==> config.mk <==
export PLATFORM = sky130hd
export DESIGN_NAME = shared_net_arbiter
export DESIGN_NICKNAME = d
export VERILOG_FILES = /design/src/rtl/shared_net_arbiter.sv
export SDC_FILE = /design/constraint.sdc
export NUM_CORES = 1
export LEC_CHECK = 0
export ABC_AREA = 1
export CAP_MARGIN = 25
export CORE_MARGIN = 4
export CORE_UTILIZATION = 40
export DETAILED_ROUTE_END_ITERATION = 8
export PLACE_DENSITY = 0.66
export SYNTH_ARGS = -nofsm -noshare
export SYNTH_HDL_FRONTEND = slang
export SYNTH_SLANG_ARGS = --single-unit
==> constraint.sdc <==
create_clock -name clk -period 3.48 [get_ports clk]
set_input_delay 0.348 -clock clk [delete_from_list [all_inputs] [get_ports clk]]
set_output_delay 0.348 -clock clk [all_outputs]
set_load 0.01 [all_outputs]
==> src/rtl/shared_net_arbiter.sv <==
// Round-robin owner arbiter for one shared tri/triand net: one-hot registered drive enables,
// bounded hold time and turnaround gaps. Define SNA_CONTENTION_CHECK_EN for the bus_mon X/Z monitor.
//
// state  | meaning
// S_IDLE | bus released, arbitrating pending requests from the round-robin pointer
// S_OWN  | one requester owns the net and drives it
// S_TURN | all drivers released for TURN cycles before the next grant
module shared_net_arbiter #(
   parameter int NREQ     = 4,
   parameter int DW       = 8,
   parameter int MAX_HOLD = 4,
   parameter int TURN     = 1
) (
   input  logic                  clk,
   input  logic                  rst,
   input  logic [NREQ-1:0]       req,
   input  logic [NREQ-1:0]       done,
   output logic [NREQ-1:0]       gnt,
   output logic [NREQ-1:0]       drv_en,
   output logic [$clog2(NREQ)-1:0] grant_id,
   output logic                  bus_busy,
   output logic                  timeout
`ifdef SNA_CONTENTION_CHECK_EN
   ,
   input  logic [DW-1:0]         bus_mon,
   output logic                  bus_err
`endif
);

   localparam int IW = $clog2(NREQ);
   localparam int HW = (MAX_HOLD < 3) ? 2 : $clog2(MAX_HOLD + 1);
   localparam int TW = (TURN > 1) ? $clog2(TURN) : 1;

   typedef enum logic [1:0] {S_IDLE, S_OWN, S_TURN} state_t;

   state_t          state_q, state_d;
   logic [NREQ-1:0] gnt_q, gnt_d;
   logic [IW-1:0]   owner_q, owner_d;
   logic [IW-1:0]   ptr_q, ptr_d;
   logic [HW-1:0]   hold_q, hold_d;
   logic [TW-1:0]   turn_q, turn_d;
   logic            timeout_q, timeout_d;
   logic            busy_q;

   logic            found;
   logic [IW-1:0]   win;
   logic [IW:0]     idx;
   logic            rel_done;
   logic            rel_limit;

   // First pending request at or after the pointer, wrapping modulo NREQ.
   always_comb begin
      found = 1'b0;
      win   = '0;
      idx   = '0;
      for (int i = 0; i < NREQ; i++) begin
         idx = {1'b0, ptr_q} + (IW+1)'(i);
         if (idx >= (IW+1)'(NREQ)) idx = idx - (IW+1)'(NREQ);
         if (!found && req[idx[IW-1:0]]) begin
            found = 1'b1;
            win   = idx[IW-1:0];
         end
      end
   end

   assign rel_done  = done[owner_q] | ~req[owner_q];
   assign rel_limit = (MAX_HOLD != 0) && (hold_q == HW'(MAX_HOLD));

   always_comb begin
      state_d   = state_q;
      gnt_d     = gnt_q;
      owner_d   = owner_q;
      ptr_d     = ptr_q;
      hold_d    = hold_q;
      turn_d    = turn_q;
      timeout_d = 1'b0;
      case (state_q)
         S_IDLE: begin
            if (found) begin
               gnt_d      = '0;
               gnt_d[win] = 1'b1;
               owner_d    = win;
               hold_d     = HW'(1);
               state_d    = S_OWN;
            end
         end
         S_OWN: begin
            if (rel_done || rel_limit) begin
               gnt_d     = '0;
               ptr_d     = (owner_q == IW'(NREQ - 1)) ? '0 : owner_q + 1'b1;
               hold_d    = '0;
               turn_d    = TW'(TURN - 1);
               // A voluntary release wins over a coincident hold-limit expiry.
               timeout_d = rel_limit && !rel_done;
               state_d   = S_TURN;
            end else if (hold_q != '1) begin
               hold_d = hold_q + 1'b1;
            end
         end
         S_TURN: begin
            if (turn_q == '0) state_d = S_IDLE;
            else              turn_d  = turn_q - 1'b1;
         end
         default: begin
            gnt_d   = '0;
            state_d = S_IDLE;
         end
      endcase
   end

   always_ff @(posedge clk or posedge rst) begin
      if (rst) begin
         state_q   <= S_IDLE;
         gnt_q     <= '0;
         owner_q   <= '0;
         ptr_q     <= '0;
         hold_q    <= '0;
         turn_q    <= '0;
         timeout_q <= 1'b0;
         busy_q    <= 1'b0;
      end else begin
         state_q   <= state_d;
         gnt_q     <= gnt_d;
         owner_q   <= owner_d;
         ptr_q     <= ptr_d;
         hold_q    <= hold_d;
         turn_q    <= turn_d;
         timeout_q <= timeout_d;
         busy_q    <= |gnt_d;
      end
   end

   assign gnt      = gnt_q;
   assign drv_en   = gnt_q;
   assign grant_id = owner_q;
   assign bus_busy = busy_q;
   assign timeout  = timeout_q;

`ifdef SNA_CONTENTION_CHECK_EN
   logic bus_err_q;

   // The first owned cycle is skipped: the new driver's enable is only just settling on the net.
   always_ff @(posedge clk or posedge rst) begin
      if (rst) begin
         bus_err_q <= 1'b0;
      end else if (state_q == S_OWN && hold_q >= HW'(2) && ((^bus_mon) === 1'bx)) begin
         bus_err_q <= 1'b1;
      end
   end

   assign bus_err = bus_err_q;
`else
   // DW only sizes bus_mon; referenced here so the default build still elaborates it.
   if (DW < 1) begin : g_dw_invalid
   end
`endif

endmodule
==> run metrics <==
area of the multi-input gates=582 µm²; Seq cells post-synth=15; Setup crit start=ptr_q[0]$_DFFE_PP0P_; required time at the worst-slack endpoint=3650 ps; Synth cell types=20; slew at the pin closest to its max-slew limit=562 ps; arrival time at the worst endpoint=2200 ps; crit path time final=2030 ps; global-route wire length before repair=4200 µm; post-synth top area share=0.346; status=finished, final reports clean; antenna fix cells=0; DRT antenna net count=0; CP startpoint kind=flop; die area=3610 µm²; dominant synthesized flop cell=dfrtp_1; Critical Path End Type=flop; cell row count=18; commonest cells in the netlist=nand2_1, nand3_1, dfrtp_1, inv_1, nand2_2; Syn-to-layout area delta=20.6%; Pins Over Slew Limit=0; share of cells above drive strength 1=0.132; DR iter-0 viols=71; FFs w/ async S/R, synth=1.00; worst-path fanout max=12; Max Cap Viol=0; CP dominant cell by count=nand2_2; Post-Synthesis Cell Area=1080 µm²; final WL=2300 µm; Synth Warn #=0; drt via density=4.94; Overall Global Routing Usage=0.151; setup TNS=0 ps; Placed Area=1280 µm²; Syn Area/Cell=6.99 µm²; Port Buffer Count=21; max incr delay on CP=530 ps; post-route cell area=1310 µm²; Synth area leader=dfrtp_1; die width=60.0 µm; Setup violations, final=0; leakage=0.683 nW; clk buf depth=2; HPWL reported at the end of detailed placement=1890 µm; syn nets=169; RSZ-0062 raised after global routing=no; Reg2Reg Setup Slack=1450 ps; Mapped Cells=155; vias in the first global route=959; number of flops mapped to enable cells by yosys=0; I/O pins=22; CTS H-Tree Depth=1; normalized max-slew margin=0.625; PD cells=873 nW/µm²; VDD IR max=0.477 mV; Total Power=1.14 mW; drt drc=0; Initial Util=0.430; cell family contributing the most delay on the critical path=simple AND/OR/NAND/NOR gates; # Post-CTS Setup Buffers=0; crit path buf inv count=3; Hold-fix buffers, CTS=0; Crit-path slowest cell=dfrtp_1; post-layout util=0.518; die height=60.0 µm; initial antenna violation count=0; most frequent cell after synthesis=nand2_1; sequential area share after synthesis=0.346; clock skew=1.44 ps; RR Startpoint=ptr_q[0]$_DFFE_PP0P_; clock sink count=15; core area=2520 µm²; final worst path period share=0.584; clk slew on worst S/H paths=80 ps; RePlAce Congestion=0.837; kind of critical path=flop to flop; total global routing overflow=0; largest cells by area after synthesis=dfrtp_1, nand2_1, nand3_1, nand2_2, inv_1; total iterations of the first detailed-routing run=4; Nets=189; via total after detailed routing=1007; largest net degree at the start of global routing=16; wire length per cell=11.3 µm; Achievable Freq=492 MHz; post-cts sizing count=0; HP Class=input pin to asynchronous set/reset pin; crit-path cells=inv_2 -> nand2_1 -> nand2_2 -> inv_2 -> nor2_4 -> nand2_2 -> o21ai_4 -> inv_4 -> nand3_1 -> nand2_2 -> nor2_1 -> nand2_1; final hold vios=0; Clock Latency Late Sink=270 ps; CTS tree=built; CTS Buf Count=3; # fillers=258; clock root cell=clkbuf_4; storage element area=375 µm²
## flip-flops by register name, summed over array words and instances (netlist names)
signal    cells
grant_id      2
bus_busy      1
drv_en        4
timeout       1
state_q       2
ptr_q         2
hold_q        3
## layout by cell type (no fill, tap or decap)
master           instances
nor2_1                   9
clkdlybuf4s50_1         21
inv_1                   15
nand2_2                 12
dfrtp_1                 15
inv_2                    3
clkinv_2                 1
o211ai_1                 1
ha_1                     4
nand2_4                  1
nand4_1                  3
clkbuf_4                 3
nand3b_1                 2
inv_4                    1
o31ai_1                  1
o21ai_0                  5
o21ai_4                  1
nand2_1                 52
o21ai_1                  3
nor2_4                   1
nand3_1                 20
## metrics by stage
step / hold slack (ps) / worst slack, ps / std cells
after floorplan: 249 / 1880 / 155
after global placement: 515 / 1380 / 200
after detailed placement: 506 / 1360 / 200
after CTS: 425 / 1450 / 204
after global routing: 435 / 1190 / 204
final: 416 / 1450 / 204
## kinds of logic (layout without fill, tap and decap cells)
family,count (synthesis),after routing,share of synthesized area
buf+inv,25,44,0.117
flops,15,15,0.346
compound gates,11,11,0.0658
fa+ha+maj,4,4,0.0462
simple gates,100,100,0.425
## layout make-up
type | instances | share of cell area
clock inverters | 1 | 0.00383
multi-input cells | 115 | 0.445
clock buffers | 3 | 0.0172
inverters | 19 | 0.0565
flip-flops and latches | 15 | 0.287
repair buffers | 21 | 0.161
well taps | 30 | 0.0287
## power breakdown
group	leakage (nW)	internal, mW	switching [mW]
registers	0.193	0.242	0.0690
clock network	0.0177	0.0425	0.0514
logic	0.472	0.272	0.464
total	0.683	0.556	0.584
## layer usage
layer / routed length [µm] / up-vias / track usage
met5: 0 / - / 0
met4: 32 / 0 / 0.0696
met3: 58 / 4 / 0.0151
met2: 1190 / 13 / 0.242
met1: 1030 / 464 / 0.202
li1: - / 526 / -
## path summary, 6_finish.rpt
kind,end,cells after the start
worst max-delay path,bus_busy$_DFF_PP0_,12
worst min-delay path,drv_en[3]$_DFF_PP0_,2
worst max register to register,bus_busy$_DFF_PP0_,12
worst min register to register,hold_q[0]$_DFFE_PP0P_,2
max in group asynchronous,grant_id[1]$_DFFE_PP0P_,2
min in group clk,hold_q[0]$_DFFE_PP0P_,2
## worst reg2reg max path, cell delays in order, from the launching register on
cell     delay (ps)
dfrtp_1         530
inv_2           250
nand2_1         110
nand2_2         100
inv_2            50
nor2_4          120
nand2_2          80
o21ai_4         290
inv_4            70
nand3_1         120
nand2_2          60
nor2_1          100
nand2_1          50
(Power assumes the default switching activity.)
